===== config.mk =====
export PLATFORM = sky130hd
export DESIGN_NAME = n101_spi_padport
export DESIGN_NICKNAME = d
export VERILOG_FILES = /design/src/rtl/n101_spi_padport.sv
export SDC_FILE = /design/constraint.sdc
export NUM_CORES = 1
export LEC_CHECK = 0
export CORE_MARGIN = 2
export CORE_UTILIZATION = 40
export DETAILED_ROUTE_END_ITERATION = 10
export GPL_TIMING_DRIVEN = 0
export PLACE_DENSITY = 0.86
export SYNTH_ARGS = -nofsm -noshare
export SYNTH_HDL_FRONTEND = slang
export SYNTH_SLANG_ARGS = --single-unit

===== constraint.sdc =====
create_clock -name clk -period 1.2 [get_ports clk]
set_input_delay 0.24 -clock clk [delete_from_list [all_inputs] [get_ports clk]]
set_output_delay 0.24 -clock clk [all_outputs]
set_load 0.01 [all_outputs]

===== src/rtl/n101_spi_padport.sv =====
`default_nettype none
// ============================================================================
// Module  : n101_spi_padport
// Purpose : Parametrised SPI-to-GPIO pad port. Retimes every pad control
//           output, runs a per-lane OUT/TURN/IN turnaround FSM so a DQ pad
//           never has OE and IE high together, and synchronises plus delays
//           sampled DQ data before returning it to the controller.
// Ports   : clk, rst_n                 core clock, async active-low reset
//           cfg_en, cfg_cs_pol,        enable, per-CS polarity (1=active-high)
//           cfg_rx_dly, cfg_ds         extra RX delay, pad drive strength
//           spi_sck/dq_o/dq_oe/cs      controller side outputs
//           spi_dq_i, lane_turn        sampled data, per-lane TURN flag
//           pins_{sck,dq,cs}_*         pad control / pad input buses
// Options : N101_SPI_PADPORT_LOOPBACK_EN adds cfg_lpbk; when set, the RX
//           delay line is fed from registered spi_dq_o and all DQ OE are 0.
// Rev     : 1.0  initial release
// ============================================================================
module n101_spi_padport #(
    parameter int DQ_W        = 4,
    parameter int CS_W        = 4,
    parameter int SYNC_STAGES = 2,
    parameter int MAX_DLY     = 3,
    parameter int TURN_CYC    = 1,
    parameter int DLY_W       = $clog2(MAX_DLY + 1)
) (
    input  logic              clk,
    input  logic              rst_n,
    input  logic              cfg_en,
    input  logic [CS_W-1:0]   cfg_cs_pol,
    input  logic [DLY_W-1:0]  cfg_rx_dly,
    input  logic              cfg_ds,
`ifdef N101_SPI_PADPORT_LOOPBACK_EN
    input  logic              cfg_lpbk,
`endif
    input  logic              spi_sck,
    input  logic [DQ_W-1:0]   spi_dq_o,
    input  logic [DQ_W-1:0]   spi_dq_oe,
    output logic [DQ_W-1:0]   spi_dq_i,
    input  logic [CS_W-1:0]   spi_cs,
    output logic [DQ_W-1:0]   lane_turn,
    input  logic              pins_sck_i_ival,
    output logic              pins_sck_o_oval,
    output logic              pins_sck_o_oe,
    output logic              pins_sck_o_ie,
    output logic              pins_sck_o_pue,
    output logic              pins_sck_o_ds,
    input  logic [DQ_W-1:0]   pins_dq_i_ival,
    output logic [DQ_W-1:0]   pins_dq_o_oval,
    output logic [DQ_W-1:0]   pins_dq_o_oe,
    output logic [DQ_W-1:0]   pins_dq_o_ie,
    output logic [DQ_W-1:0]   pins_dq_o_pue,
    output logic [DQ_W-1:0]   pins_dq_o_ds,
    input  logic [CS_W-1:0]   pins_cs_i_ival,
    output logic [CS_W-1:0]   pins_cs_o_oval,
    output logic [CS_W-1:0]   pins_cs_o_oe,
    output logic [CS_W-1:0]   pins_cs_o_ie,
    output logic [CS_W-1:0]   pins_cs_o_pue,
    output logic [CS_W-1:0]   pins_cs_o_ds
);

    // One spare bit keeps the "more than one cycle left" compare meaningful
    // even when TURN_CYC fits in a single bit.
    localparam int c_CNT_W = $clog2(TURN_CYC + 1) + 1;
    localparam logic [c_CNT_W-1:0] c_TURN_LD = c_CNT_W'(TURN_CYC);

    typedef enum logic [1:0] {
        ST_IDLE = 2'd0,
        ST_OUT  = 2'd1,
        ST_TURN = 2'd2,
        ST_IN   = 2'd3
    } lane_state_t;

    logic w_lpbk;
`ifdef N101_SPI_PADPORT_LOOPBACK_EN
    assign w_lpbk = cfg_lpbk;
`else
    assign w_lpbk = 1'b0;
`endif

    // Pad inputs that exist only for bus symmetry.
    logic w_unused;
    assign w_unused = ^{pins_sck_i_ival, pins_cs_i_ival};

    // ------------------------------------------------------------------
    // Output-side registers
    // ------------------------------------------------------------------
    logic            r_sck_oval;
    logic            r_sck_oe;
    logic            r_ds;
    logic [CS_W-1:0] r_cs_sel;
    logic            r_cs_oe;
    logic [DQ_W-1:0] r_dq_oval;
    logic [DQ_W-1:0] r_dq_oe;
    logic [DQ_W-1:0] r_dq_ie;
    logic [DQ_W-1:0] r_turn;
    logic [DQ_W-1:0] r_rx;

    logic [DQ_W-1:0] w_oe_nxt;
    logic [DQ_W-1:0] w_ie_nxt;
    logic [DQ_W-1:0] w_turn_nxt;
    logic [DQ_W-1:0] w_in_now;
    logic [DQ_W-1:0] w_tap;

    // ------------------------------------------------------------------
    // Per-lane turnaround FSM. Pad enables are registered from the next
    // state, so OE and IE switch on the same edge as the state itself.
    // ------------------------------------------------------------------
    for (genvar l = 0; l < DQ_W; l++) begin : g_lane
        lane_state_t        r_state;
        lane_state_t        w_nxt;
        logic [c_CNT_W-1:0] r_cnt;
        logic [c_CNT_W-1:0] w_cnt_nxt;

        always_ff @(posedge clk or negedge rst_n) begin
            if (!rst_n) begin
                r_state <= ST_IDLE;
                r_cnt   <= '0;
            end else begin
                r_state <= w_nxt;
                r_cnt   <= w_cnt_nxt;
            end
        end

        always_comb begin
            w_nxt     = r_state;
            w_cnt_nxt = r_cnt;
            if (!cfg_en) begin
                w_nxt     = ST_IDLE;
                w_cnt_nxt = '0;
            end else begin
                case (r_state)
                    ST_IDLE: begin
                        if (spi_dq_oe[l]) begin
                            w_nxt = ST_OUT;
                        end else begin
                            w_nxt     = ST_TURN;
                            w_cnt_nxt = c_TURN_LD;
                        end
                    end
                    ST_OUT: begin
                        if (!spi_dq_oe[l]) begin
                            w_nxt     = ST_TURN;
                            w_cnt_nxt = c_TURN_LD;
                        end
                    end
                    ST_TURN: begin
                        if (spi_dq_oe[l]) begin
                            w_nxt     = ST_OUT;
                            w_cnt_nxt = '0;
                        end else if (r_cnt > c_CNT_W'(1)) begin
                            w_cnt_nxt = r_cnt - c_CNT_W'(1);
                        end else begin
                            // Last turnaround cycle: counter reaches zero.
                            w_nxt     = ST_IN;
                            w_cnt_nxt = '0;
                        end
                    end
                    ST_IN: begin
                        if (spi_dq_oe[l]) begin
                            w_nxt = ST_OUT;
                        end
                    end
                    default: begin
                        w_nxt     = ST_IDLE;
                        w_cnt_nxt = '0;
                    end
                endcase
            end
        end

        // Loopback keeps the FSM running but never drives the pad.
        assign w_oe_nxt[l]   = (w_nxt == ST_OUT) && !w_lpbk;
        assign w_ie_nxt[l]   = (w_nxt == ST_IN);
        assign w_turn_nxt[l] = (w_nxt == ST_TURN);
        assign w_in_now[l]   = (r_state == ST_IN);
    end

    // ------------------------------------------------------------------
    // Input path: synchroniser, then a MAX_DLY-deep shift line tapped by
    // the (saturated) delay select. Tap 0 is the line input itself.
    // ------------------------------------------------------------------
    logic [DQ_W-1:0]  r_sync [SYNC_STAGES];
    logic [DQ_W-1:0]  r_dly  [MAX_DLY];
    logic [DQ_W-1:0]  w_taps [MAX_DLY+1];
    logic [DQ_W-1:0]  w_feed;
    logic [DLY_W-1:0] w_dly_sel;

    assign w_feed    = w_lpbk ? r_dq_oval : r_sync[SYNC_STAGES-1];
    assign w_taps[0] = w_feed;

    for (genvar k = 1; k <= MAX_DLY; k++) begin : g_tap
        assign w_taps[k] = r_dly[k-1];
    end

    // Saturation only exists when the select can encode values past MAX_DLY.
    if ((2 ** DLY_W) - 1 > MAX_DLY) begin : g_sat
        assign w_dly_sel = (cfg_rx_dly > DLY_W'(MAX_DLY)) ? DLY_W'(MAX_DLY)
                                                          : cfg_rx_dly;
    end else begin : g_nosat
        assign w_dly_sel = cfg_rx_dly;
    end

    assign w_tap = w_taps[w_dly_sel];

    always_ff @(posedge clk or negedge rst_n) begin
        if (!rst_n) begin
            for (int s = 0; s < SYNC_STAGES; s++) r_sync[s] <= '0;
            for (int d = 0; d < MAX_DLY; d++)     r_dly[d]  <= '0;
        end else begin
            r_sync[0] <= pins_dq_i_ival;
            for (int s = 1; s < SYNC_STAGES; s++) r_sync[s] <= r_sync[s-1];
            r_dly[0] <= w_feed;
            for (int d = 1; d < MAX_DLY; d++)     r_dly[d]  <= r_dly[d-1];
        end
    end

    // ------------------------------------------------------------------
    // Registered pad controls and returned data
    // ------------------------------------------------------------------
    always_ff @(posedge clk or negedge rst_n) begin
        if (!rst_n) begin
            r_sck_oval <= 1'b0;
            r_sck_oe   <= 1'b0;
            r_ds       <= 1'b0;
            r_cs_sel   <= '0;
            r_cs_oe    <= 1'b0;
            r_dq_oval  <= '0;
            r_dq_oe    <= '0;
            r_dq_ie    <= '0;
            r_turn     <= '0;
            r_rx       <= '0;
        end else begin
            r_sck_oval <= spi_sck;
            r_sck_oe   <= cfg_en;
            r_ds       <= cfg_ds;
            r_cs_sel   <= cfg_en ? spi_cs : '0;
            // CS pads are driven from the first enabled cycle onward.
            r_cs_oe    <= r_cs_oe | cfg_en;
            r_dq_oval  <= spi_dq_o;
            r_dq_oe    <= w_oe_nxt;
            r_dq_ie    <= w_ie_nxt;
            r_turn     <= w_turn_nxt;
            // Gate on the lane's present state; the line keeps shifting.
            r_rx       <= w_tap & w_in_now;
        end
    end

    // Polarity is applied after the flop so the reset/disabled level tracks
    // cfg_cs_pol live and always reads as deasserted.
    assign pins_cs_o_oval  = r_cs_sel ^ ~cfg_cs_pol;
    assign pins_cs_o_oe    = {CS_W{r_cs_oe}};
    assign pins_cs_o_ie    = '0;
    assign pins_cs_o_pue   = '0;
    assign pins_cs_o_ds    = {CS_W{r_ds}};

    assign pins_sck_o_oval = r_sck_oval;
    assign pins_sck_o_oe   = r_sck_oe;
    assign pins_sck_o_ie   = 1'b0;
    assign pins_sck_o_pue  = 1'b0;
    assign pins_sck_o_ds   = r_ds;

    assign pins_dq_o_oval  = r_dq_oval;
    assign pins_dq_o_oe    = r_dq_oe;
    assign pins_dq_o_ie    = r_dq_ie;
    assign pins_dq_o_pue   = '1;
    assign pins_dq_o_ds    = {DQ_W{r_ds}};

    assign spi_dq_i        = r_rx;
    assign lane_turn       = r_turn;

endmodule
`default_nettype wire


[Yosys cells after proc, flatten, opt, wreduce, memory -nomap -nowiden]
Index checks and enable logic that the tools add are counted.
Word-level totals
  flip-flop bits (word level): 64
  input port bits: 32
  output and inout bits: 53
Cells by class
  add/subtract/negate cells: 4
  $lt $le $gt $ge: 5
  eq/ne operators: 32
  muxes and demuxes: 52
  bitwise logic cells: 5
  reduce and logical (&&, ||, !) cells: 12
Operators by type and width (number)
  $mux W2: 40
  $eq A2 B2 Y1 const B: 16
  $pmux W2 S4: 4
  $eq A2 B1 Y1 const B: 8
  $pmux W2 S2: 4
  $mux W4: 3
  $ne A3 B2 Y1 const B: 4
  $ne A3 B3 Y1 const B: 4
  $bmux W4 S2: 1
  $gt A2 B1 Y1 const B: 4
  $logic_not A2 Y1: 4
  $reduce_and A2 Y1: 4
  $reduce_or A2 Y1: 4
  $sub A2 B1 Y2 const B: 4
  $and A4 B4 Y4: 1
  $not A4 Y4: 1
  $xor A4 B4 Y4: 1
  $ge A3 B3 Y1 const B: 1
  $not A2 Y3: 1
  $or A1 B1 Y1: 1

[Logic depth before layout (Yosys ltp)]
Gate-level depths: netlist of the first run.
  word-level depth: 6
  mapped depth: 3

[Least setup slack after synthesis of the first run]
No wires, ideal clock.
  path kind: reg2reg
  start: reg r_dly[8] (netlist name)
  end: reg r_rx[0] (netlist: spi_dq_i[0])
  setup time: 0.120 ns
  arrival time: 0.995 ns
  required time: 1.080 ns
  setup slack: 0.085 ns
  stages on the path, launching flop included: 3
  buffers on the path: 0
  clock period less this slack: 1.115 ns
  path through: dfrtp_1 -> mux4_1 -> and3_1
Between the ends
  longest elaborated chain between the ends: 4
Ends and longest elaborated chain
  start: declaration: RTL line 183  | logic [DQ_W-1:0] r_dly [MAX_DLY];
  $bmux W4 S2: RTL line 203  | assign w_tap = w_taps[w_dly_sel];
  $mux W4 (implied by the code) (2 in series): RTL line 203
  $and A4 B4 Y4: RTL line 244  | r_rx <= w_tap & w_in_now;
  end signal: assignment: RTL line 244
  end: declaration: RTL line 96  | logic [DQ_W-1:0] r_rx;
No other way between the ends. The select of a mux whose other input is x is not followed.
A chain may end at the register's enable or synchronous reset.

[Final worst setup path of the first run]
  start: reg r_ds (netlist: pins_sck_o_ds)
  end: out pins_cs_o_ds[3]
RTL lines
  start: declaration: RTL line 89  | logic r_ds;
  start signal: assignment: RTL line 235  | r_ds <= cfg_ds;
  end: declaration: RTL line 58  | output logic [CS_W-1:0] pins_cs_o_ds
No word-level cell between the ends.

==> impl_results.md, run 1 <==
- Status: complete, but fails checks
- Violated checks: setup timing
- Synth-to-layout area growth: 43.22%
- Max Clk Rate: 747.0 MHz
- Final #Nets: 302
- Core area: 5851 µm²
- Crit path from: pins_sck_o_ds
- R2r startpoint: r_dly[10]
- Via Count: 1550
- Final Skew: 6.571 ps
- Detailed Route WL: 4326 µm
- Sequential area share after synthesis: 0.6730
- H-tree level count: 3
- Final Hold Vio Count: 0
- Arr. time, crit path: 1100 ps
- Standard-cell row count: 28
- Mean post-synth cell area: 13.60 µm²
- Synth Instances: 175
- Antenna-violating nets left: 0
- Post-synth EDFFs: 0
- Design area: 3408 µm²
- Largest net degree at the start of global routing: 36
- Hold slack: 313.0 ps
- DP Area: 3184 µm²
- Crit path largest cell delay: 410 ps
- Clk pin slew, worst setup/hold paths: 60 ps
- WP data required: 960 ps
- Final setup fails: 16
- Asr flop ratio synth: 1.000
- Post-route core utilization: 0.5825
- Critical path, cell by cell: buf_6 > buf_6 > buf_6
- HP Start: cfg_en
- Cell taking the most area after synthesis: dfrtp_1
- Crit path max-delay cell type: dfrtp_2
- Layout cell share with drive strength beyond 1: 0.3091
- Total GRT Usage: 0.1428
- Cts bufs inserted: 9
- Max-slew violations: 0
- Post-DP HPWL: 2984 µm
- Mapped Area: 2380 µm²
- DIE HEIGHT: 81.13 µm
- WL/cell: 12.36 µm
- CTS Sinks: 64
- # IOs: 85
- Share of the synthesized area in the top cell type: 0.6730
- Post-route minimum period: 1339 ps
- First-pass GRT wire length: 6755 µm
- Die X: 81.13 µm
- RSZ-0062 raised after global routing: yes
- Total congestion overflow: 0
- Post-route DRC: 0
- Antenna cell count: 0
- Post-DR vias/cell: 4.429
- Drt pass-1 iters: 4
- Longest Clk Path Bufs: 2
- CP endpoint kind: output port
- Delay-heaviest family, CP: flip-flops
- Seq. cell area: 1603 µm²
- CTS tree: yes
- Hold WC Path Type: input port to flop
- Yosys reg bits: 64
- DRT iter0 DRCs: 67
- Antenna violations before repair: 0
- Multi-input combinational cell area: 583.1 µm²
- Vias in the first global route: 1398
- RD Place Congestion: 0.6811
- Leak: 0.001640 µW
- Die Footprint: 6582 µm²
- Clk root buf: clkbuf_8
- Critical Path Start Type: flop
- YS warnings: 0
- Fill cells: 490
- Final setup margin: -138.6 ps
- Initial Utilization: 0.4068
- Worst-case vdd ir drop: 0.9466 mV
- Main synth FF type: dfrtp_1
- Buffers on Ports: 65
- Cells taking the most area after synthesis: dfrtp_1 67%, buf_4 8.2%, mux4_1 4.4%, and2_1 2.1%, and3_1 2.1%
- CP Max Fanout: 5
- CP most frequent cell: buf_6
- Pwr dens: 1351 nW/µm²
- Tot Pwr: 4605 µW
- Worst skew pair latency: 330 ps
- Worst Setup Path Type: flop to output port
- Max-cap viol count: 0
- Netlist cell types: 21
- CP Buf/Inv Count: 3
- Part of the cycle the worst path needs: 1.116
## layer usage
layer	vias to the layer above	share of wire	GRT usage
met5	-	0	0
met1	739	0.39	0.1658
met2	63	0.51	0.2256
met4	0	0.016	0.06271
li1	738	-	-
met3	10	0.077	0.06778
## sequential cells by signal, indices dropped and copies added, names as in the netlist, 4 cells and up
register,count
r_cs_sel,4
pins_dq_o_oval,4
g_lane.r_state,8
r_sync,4
spi_dq_i,4
pins_dq_o_oe,4
lane_turn,4
w_feed,4
r_dly,12
pins_dq_o_ie,4
g_lane.r_cnt,8
## per-stage QoR
stage / TNS, ps / setup WS, ps / cells
2_1_floorplan: 0 / 84.90 / 187
3_3_place_gp: -146810 / -2097 / 327
3_5_place_dp: -13420 / -582.2 / 328
4_1_cts: -1610 / -148.1 / 349
5_1_grt: -2411 / -197.7 / 350
6_report: -1423 / -138.6 / 350
## power breakdown
part           leakage, µW  internal [µW]  switching, µW
logic             0.000739            279            213
clock network     0.000103           1070            734
registers         0.000798           2260           54.7
## synthesized netlist by cell type (8+ instances only)
cell      n
a21oi_1   8
and2_1    8
and3_1    8
buf_4    26
dfrtp_1  64
inv_1     8
nor2b_1   8
## layout by cell type, fill, tap and decap left out
cell / count
dlygate4sd2_1: 2
clkinv_2: 2
and2_1: 8
nand2_1: 4
mux4_1: 1
clkdlybuf4s15_1: 8
inv_1: 8
o21ai_0: 4
buf_4: 16
a21boi_0: 4
a211oi_1: 4
clkbuf_1: 3
a21oi_1: 8
dfrtp_2: 1
or2_2: 1
mux4_2: 3
nor2b_1: 8
xnor2_1: 4
bufinv_16: 1
dfrtp_1: 63
and3_4: 1
a311oi_1: 4
dlygate4sd3_1: 1
nor3b_1: 4
clkbuf_2: 14
nor2_1: 4
conb_1: 14
nand2b_1: 4
buf_6: 28
and3_1: 7
clkbuf_8: 11
buf_12: 1
clkbuf_4: 1
buf_2: 5
clkdlybuf4s50_1: 23
## timing repair
item                                    4_1_cts  5_1_grt
pin swaps                                     1        0
endpoints found under the setup margin       46       69
setup buffers                                 4        1
hold endpoints to repair                     29        0
hold buffers                                  1        0
gates cloned                                  0        0
gates resized for setup                     143       20
## area by class of cell
class	count	share of cell area
Clock inverter	3	0.01175
Buffer	28	0.07305
Sequential cell	64	0.4703
Timing Repair Buffer	72	0.1909
Tap cell	75	0.02753
Multi-Input combinational cell	87	0.1711
Inverter	8	0.008811
Clock buffer	13	0.04662
## final timing paths
path / end / slack [ps] / depth (start not counted)
worst max register to register: spi_dq_i[2] / 40 / 2
worst min-delay path: pins_sck_o_oe / 310 / 1
max in group asynchronous: pins_sck_o_ds / 260 / 3
min in group asynchronous: r_sync[5] / 410 / 2
worst max-delay path: pins_cs_o_ds[3] / -140 / 3
worst min register to register: w_feed[1] / 350 / 0
## cell families after synthesis
logic type                count (synthesis)  synth area share
AOI/OAI and AO/OA                        24           0.06520
xor gates and xnor gates                  4           0.01472
buffers and inverters                    36           0.09832
DFF                                      64            0.6730
muxes                                     4           0.04416
other                                     2          0.003156
and+or+nand+nor                          41            0.1015
Note: power is estimated with default switching activity, not from simulation.
==> inputs of run 2 (changes only) <==
--- a/config.mk
+++ b/config.mk
@@ -6,10 +6,10 @@
 export NUM_CORES = 1
 export LEC_CHECK = 0
 export CORE_MARGIN = 2
-export CORE_UTILIZATION = 40
+export CORE_UTILIZATION = 46
 export DETAILED_ROUTE_END_ITERATION = 10
 export GPL_TIMING_DRIVEN = 0
-export PLACE_DENSITY = 0.86
+export PLACE_DENSITY = 0.92
 export SYNTH_ARGS = -nofsm -noshare
 export SYNTH_HDL_FRONTEND = slang
 export SYNTH_SLANG_ARGS = --single-unit
==> constraint.sdc (replaced) <==
create_clock -name clk -period 1.75 [get_ports clk]
set_input_delay 0.35 -clock clk [delete_from_list [all_inputs] [get_ports clk]]
set_output_delay 0.35 -clock clk [all_outputs]
set_load 0.01 [all_outputs]
==> impl_results.md, run 2 (same netlist as run 1, synthesis figures left out) <==
- Leak: 0.001549 µW (-5.6%)
- Arr. time, crit path: 1320 ps (+220 ps)
- Via Count: 1512 (-2.5%)
- Total congestion overflow: 0 (unchanged)
- Comb pwr share: 0.110 (+0.003)
- CP endpoint kind: output port
- DP Worst Slack: -135.9 ps (+446.3 ps)
- Final setup margin: 78.12 ps (+216.7 ps)
- Tot Pwr: 2968 µW (-36%)
- R2R cell count: 2 (unchanged)
- Post-route minimum period: 1672 ps
- Most common cell after layout, fill and taps aside: dfrtp_1
- Critical path, cell by cell: clkdlybuf4s50_1
- Final setup fails: 0 (-16)
- # IOs: 85 (unchanged)
- Cts bufs inserted: 9 (unchanged)
- Max-cap viol count: 0 (unchanged)
- CTS Sinks: 64 (unchanged)
- Delay-heaviest family, CP: buffers and inverters
- Clk root buf: clkbuf_8
- H-tree level count: 3 (unchanged)
- WL/cell: 12.06 µm (-2.5%)
- Antenna cell count: 0 (unchanged)
- Die X: 75.93 µm (-6.4%)
- Antenna-violating nets left: 0 (unchanged)
- CP Max Fanout: 9 (+4)
- Post-DP HPWL: 2895 µm (-3.0%)
- Worst Setup Path Type: flop to output port
- Crit path largest cell delay: 560 ps (+150 ps)
- CTS tree: yes
- WP data required: 1400 ps (+440 ps)
- Sequential share of power: 0.534 (+0.032)
- Die Footprint: 5765 µm² (-12%)
- Post-DR vias/cell: 4.460 (+0.71%)
- DIE HEIGHT: 75.93 µm (-6.4%)
- Buffers on Ports: 65 (unchanged)
- Part of the cycle the worst path needs: 0.9554
- Critical Path Start Type: flop
- Total GRT Usage: 0.1599 (+0.01715)
- Clk pwr share: 0.355 (-0.036)
- Core area: 5042 µm² (-14%)
- Post-route core utilization: 0.6573 (+0.07477)
- Drt pass-1 iters: 4 (unchanged)
- Antenna violations before repair: 0 (unchanged)
- Max-slew violations: 0 (unchanged)
- Max Clk Rate: 598.1 MHz
- DRT iter0 DRCs: 59 (-12%)
- Net Sw Frac: 0.2315 (+0.01407)
- Hold WC Path Type: input port to asynchronous set/reset pin
- Largest net degree at the start of global routing: 37 (+2.8%)
- Status: finished, final reports clean
- Switching power: 687.0 µW (-31%)
- Setup TNS: 0 ps (+1423 ps)
- Initial Utilization: 0.4720 (+0.06520)
- Final Hold Vio Count: 0 (unchanged)
- RD Place Congestion: 0.7190 (+5.6%)
- Final #Nets: 296 (-2.0%)
- Pwr dens: 895.4 nW/µm² (-34%)
- Commonest non-fill, non-tap cells in the layout: 63 x dfrtp_1, 48 x clkdlybuf4s50_1, 34 x buf_4, 14 x conb_1, 10 x clkbuf_8
- Longest Clk Path Bufs: 2 (unchanged)
- Worst Tran Pin Value: 799.0 ps
- Layout cell share with drive strength beyond 1: 0.1970 (-0.1121)
- Largest registers: r_dly (12), g_lane.r_cnt (8), g_lane.r_state (8)
- Max reg flops: 12 (unchanged)
- Post-route DRC: 0 (unchanged)
- Vias in the first global route: 1545 (+11%)
- Biggest register: r_dly
- Worst skew pair latency: 330 ps (about the same)
- R2R Setup Slk: 540 ps (+500 ps)
- Slew HR: 0.4673
- Synth-to-layout area growth: 39.27%
- Crit path max-delay cell type: clkdlybuf4s50_1
- First-pass GRT wire length: 7127 µm (+5.5%)
- Standard-cell row count: 26 (-7.1%)
- CP Buf/Inv Count: 1 (-2)
- Detailed Route WL: 4087 µm (-5.5%)
- Worst-case vdd ir drop: 0.4799 mV (-49%)
- Clk pin slew, worst setup/hold paths: 70 ps (about the same)
- Int Pwr: 2281 µW (-37%)
- Final Skew: 9.052 ps (+2.481 ps)
- RSZ-0062 raised after global routing: no
- CP Depth: 1 (-2)
-- run 2: cell count changes in the layout (fill, tap and decap cells not counted), sizes merged --
cell	previous run	this run
clkinv	2	4
dlygate4sd2	2	8
clkdlybuf4s50	23	48
clkbuf	29	13
dlygate4sd3	1	0
clkdlybuf4s15	8	0
bufinv	1	0
buf	50	37
-- run 2: cell type report --
class / count / area (µm²)
Buffer: 28 / 203.9
Clock buffer: 12 / 145.1
Clock inverter: 4 / 20.02
Fill cell: 390 / 1728
Inverter: 8 / 30.03
Multi-Input combinational cell: 87 / 589.3
Sequential cell: 64 / 1603
Tap cell: 70 / 87.58
Timing Repair Buffer: 66 / 635.6
-- run 2: worst register-to-register path, cell delays in order, from the launching register on --
cell,delay [ps]
dfrtp_1,380
mux4_1,520
and3_1,200
-- run 2: routing by layer --
layer	part of all wire	up-vias	GRT usage
met5	0	-	0
met4	0.019	0	0.07091
met3	0.084	8	0.08333
met2	0.48	63	0.2464
met1	0.42	721	0.1876
li1	-	720	-
-- run 2: final timing paths --
| check | start | end |
|---|---|---|
| max | pins_sck_o_ds | pins_sck_o_ds |
| min | rst_n | g_lane[1].r_state[0] |
| max reg2reg | r_dly[11] | spi_dq_i[3] |
| min reg2reg | r_sync[5] | w_feed[1] |
| max in group asynchronous | rst_n | pins_sck_o_ds |
| min in group clk | r_sync[5] | w_feed[1] |
-- run 2: timing repair --
item / 4_1_cts / 5_1_grt
buffers inserted: 0 / 0
resized for setup: 17 / 0
hold buffers: 0 / 0
endpoints found under the setup margin: 17 / 0
-- run 2: metrics by stage --
step / hold slack (ps) / std cells / instance area, µm²
6_report: 109.1 / 339 / 3314
5_1_grt: 156.8 / 339 / 3314
4_1_cts: 129.3 / 339 / 3314
3_5_place_dp: 334.7 / 323 / 3178
3_3_place_gp: 331.8 / 322 / 3163
2_1_floorplan: 54.41 / 187 / 2425
-- run 2: power groups by stage --
stage | combinational (µW) | clock [µW] | sequential, µW
after floorplan | 133 | 0 | 1620
after global placement | 328 | 0 | 1610
after detailed placement | 341 | 0 | 1610
after CTS | 332 | 1100 | 1590
after global routing | 358 | 1170 | 1590
final | 328 | 1050 | 1590
==> inputs of run 3 (changes only) <==
--- a/config.mk
+++ b/config.mk
@@ -5,11 +5,11 @@
 export SDC_FILE = /design/constraint.sdc
 export NUM_CORES = 1
 export LEC_CHECK = 0
-export CORE_MARGIN = 2
 export CORE_UTILIZATION = 46
 export DETAILED_ROUTE_END_ITERATION = 10
 export GPL_TIMING_DRIVEN = 0
-export PLACE_DENSITY = 0.92
+export PLACE_DENSITY = 0.78
+export SLEW_MARGIN = 40
 export SYNTH_ARGS = -nofsm -noshare
 export SYNTH_HDL_FRONTEND = slang
 export SYNTH_SLANG_ARGS = --single-unit
==> impl_results.md, run 3 (same netlist as run 1, synthesis figures left out) <==
- Total GRT Usage: 0.1797 (+0.01983)
- Delay-heaviest family, CP: buffers and inverters
- Max-cap viol count: 0 (unchanged)
- Worst-case vdd ir drop: 0.8643 mV (+80%)
- Clk root buf: clkbuf_8
- Fill cells: 346 (-11%)
- Total congestion overflow: 0 (unchanged)
- Final setup margin: 91.86 ps (+13.74 ps)
- RSZ-0062 raised after global routing: no
- Crit path largest cell delay: 550 ps (about the same)
- DIE HEIGHT: 73.93 µm (-2.6%)
- H-tree level count: 3 (unchanged)
- Largest registers: r_dly (12), g_lane.r_cnt (8), g_lane.r_state (8)
- Critical path, cell by cell: clkdlybuf4s50_1
- Worst skew pair latency: 330 ps (about the same)
- Commonest non-fill, non-tap cells in the layout: 63 x dfrtp_1, 48 x clkdlybuf4s50_1, 37 x buf_4, 14 x conb_1, 10 x clkbuf_8
- Pwr dens: 967.4 nW/µm² (+8.0%)
- WP data required: 1400 ps (about the same)
- Critical Path Start Type: flop
- Biggest register: r_dly
- Final setup fails: 0 (unchanged)
- DRT iter0 DRCs: 67 (+14%)
- Clk pwr share: 0.418 (+0.063)
- Synth-to-layout area growth: 42.95%
- Crit path max-delay cell type: clkdlybuf4s50_1
- Longest Clk Path Bufs: 2 (unchanged)
- Post-route DRC: 0 (unchanged)
- WL/cell: 12.54 µm (+4.0%)
- CTS tree: yes
- Post-DR vias/cell: 4.593 (+3.0%)
- Die X: 73.93 µm (-2.6%)
- Worst Setup Path Type: flop to output port
- CP Buf/Inv Count: 1 (unchanged)
- Standard-cell row count: 25 (-3.8%)
- Int Pwr: 2578 µW (+13%)
- Net Sw Frac: 0.2166 (-0.01485)
- Leak: 0.001581 µW (+2.1%)
- Via Count: 1557 (+3.0%)
- Die Footprint: 5465 µm² (-5.2%)
- Core area: 4848 µm² (-3.8%)
- Post-route minimum period: 1658 ps (-13.74 ps)
- Drt pass-1 iters: 4 (unchanged)
- CP endpoint kind: output port
- RD Place Congestion: 0.7467 (+3.9%)
- Layout cell share with drive strength beyond 1: 0.2059 (+0.008856)
- DP Worst Slack: -133.2 ps (+2.632 ps)
- Final #Nets: 299 (+1.0%)
- CTS Sinks: 64 (unchanged)
- Antenna cell count: 0 (unchanged)
- Max-slew violations: 0 (unchanged)
- R2R Setup Slk: 560 ps (+20 ps)
- Max Clk Rate: 603.1 MHz (+0.83%)
- Hold WC Path Type: flop to flop
- Status: finished, final reports clean
- Antenna violations before repair: 0 (unchanged)
- Final Skew: 10.73 ps (+1.674 ps)
- Cts bufs inserted: 9 (unchanged)
- Part of the cycle the worst path needs: 0.9475 (-0.007854)
- Arr. time, crit path: 1310 ps (about the same)
- # IOs: 85 (unchanged)
- Clk pin slew, worst setup/hold paths: 60 ps (about the same)
- Detailed Route WL: 4252 µm (+4.0%)
- Sequential share of power: 0.482 (-0.052)
- Comb pwr share: 0.101 (-0.009)
- Max reg flops: 12 (unchanged)
- Most common cell after layout, fill and taps aside: dfrtp_1
- CP Max Fanout: 9 (unchanged)
- Antenna-violating nets left: 0 (unchanged)
- Buffers on Ports: 65 (unchanged)
- Final Hold Vio Count: 0 (unchanged)
- Switching power: 713.0 µW (+3.8%)
- Post-DP HPWL: 2961 µm (+2.3%)
- First-pass GRT wire length: 6886 µm (-3.4%)
- Vias in the first global route: 1554 (+0.58%)
- Post-route core utilization: 0.7017 (+0.04436)
- Initial Utilization: 0.4908 (+0.01888)
- Largest net degree at the start of global routing: 35 (-5.4%)
[run 3: changes by cell type in the layout (fill, tap and decap cells not counted), moves of 2 or more]
| cell | before | now |
|---|---|---|
| clkinv_2 | 4 | 1 |
| dlymetal6s2s_1 | 0 | 2 |
| buf_4 | 34 | 37 |
| clkinvlp_4 | 0 | 2 |
| dlygate4sd2_1 | 8 | 6 |
| bufinv_16 | 0 | 2 |
[run 3: final cells by class]
type / count / area (µm²) / area share
sequential: 64 / 1603 / 0.4711
timing repair buffer: 69 / 670.6 / 0.1971
multi-input combinational: 87 / 589.3 / 0.1732
buffer: 28 / 203.9 / 0.05995
clock buffer: 11 / 141.4 / 0.04156
tap: 67 / 83.83 / 0.02464
clock inverter: 5 / 80.08 / 0.02354
inverter: 8 / 30.03 / 0.008827
[run 3: metrics by stage]
step	instance area [µm²]	power, µW	setup TNS [ps]	cells	hold WS, ps
floorplan	2425	1749	0	187	54.41
global placement	3159	1938	-106510	319	331.0
detailed placement	3177	1956	-776.9	320	306.6
CTS	3390	3332	0	338	355.9
global route	3402	3440	0	339	362.5
finish	3402	3291	0	339	351.5
[run 3: worst register-to-register path: stages (launching register included)]
cell and delay (ps):
dfrtp_1 370, mux4_1 520, and3_1 200
[run 3: routing by layer]
layer,GRT usage,vias up,part of all wire
met1,0.1923,756,0.39
met5,0,-,0
met3,0.08642,4,0.073
met4,0.07692,0,0.0096
met2,0.3030,64,0.52
li1,-,733,-
[run 3: timing repair]
item	in CTS	in global routing
resized for setup	15	2
hold endpoints to repair	30	0
pin swaps	0	0
setup buffers	1	1
setup endpoints to repair	17	2
hold buffers	1	0
[run 3: worst paths after layout]
| kind | from | end | depth (start not counted) |
|---|---|---|---|
| worst max-delay path | pins_sck_o_ds | pins_sck_o_ds | 1 |
| max in group asynchronous | rst_n | pins_sck_o_ds | 3 |
| min in group asynchronous | rst_n | pins_dq_o_ie[0] | 2 |
| worst min register to register | r_sync[6] | w_feed[2] | 0 |
| worst min-delay path | r_sync[6] | w_feed[2] | 0 |
| worst max register to register | r_dly[11] | spi_dq_i[3] | 2 |
[run 3: power groups by stage]
stage          combinational [µW]  clock [µW]  sequential (µW)
2_1_floorplan                 133           0             1620
3_3_place_gp                  330           0             1610
3_5_place_dp                  344           0             1610
4_1_cts                       335        1410             1590
5_1_grt                       363        1480             1590
6_report                      331        1370             1590
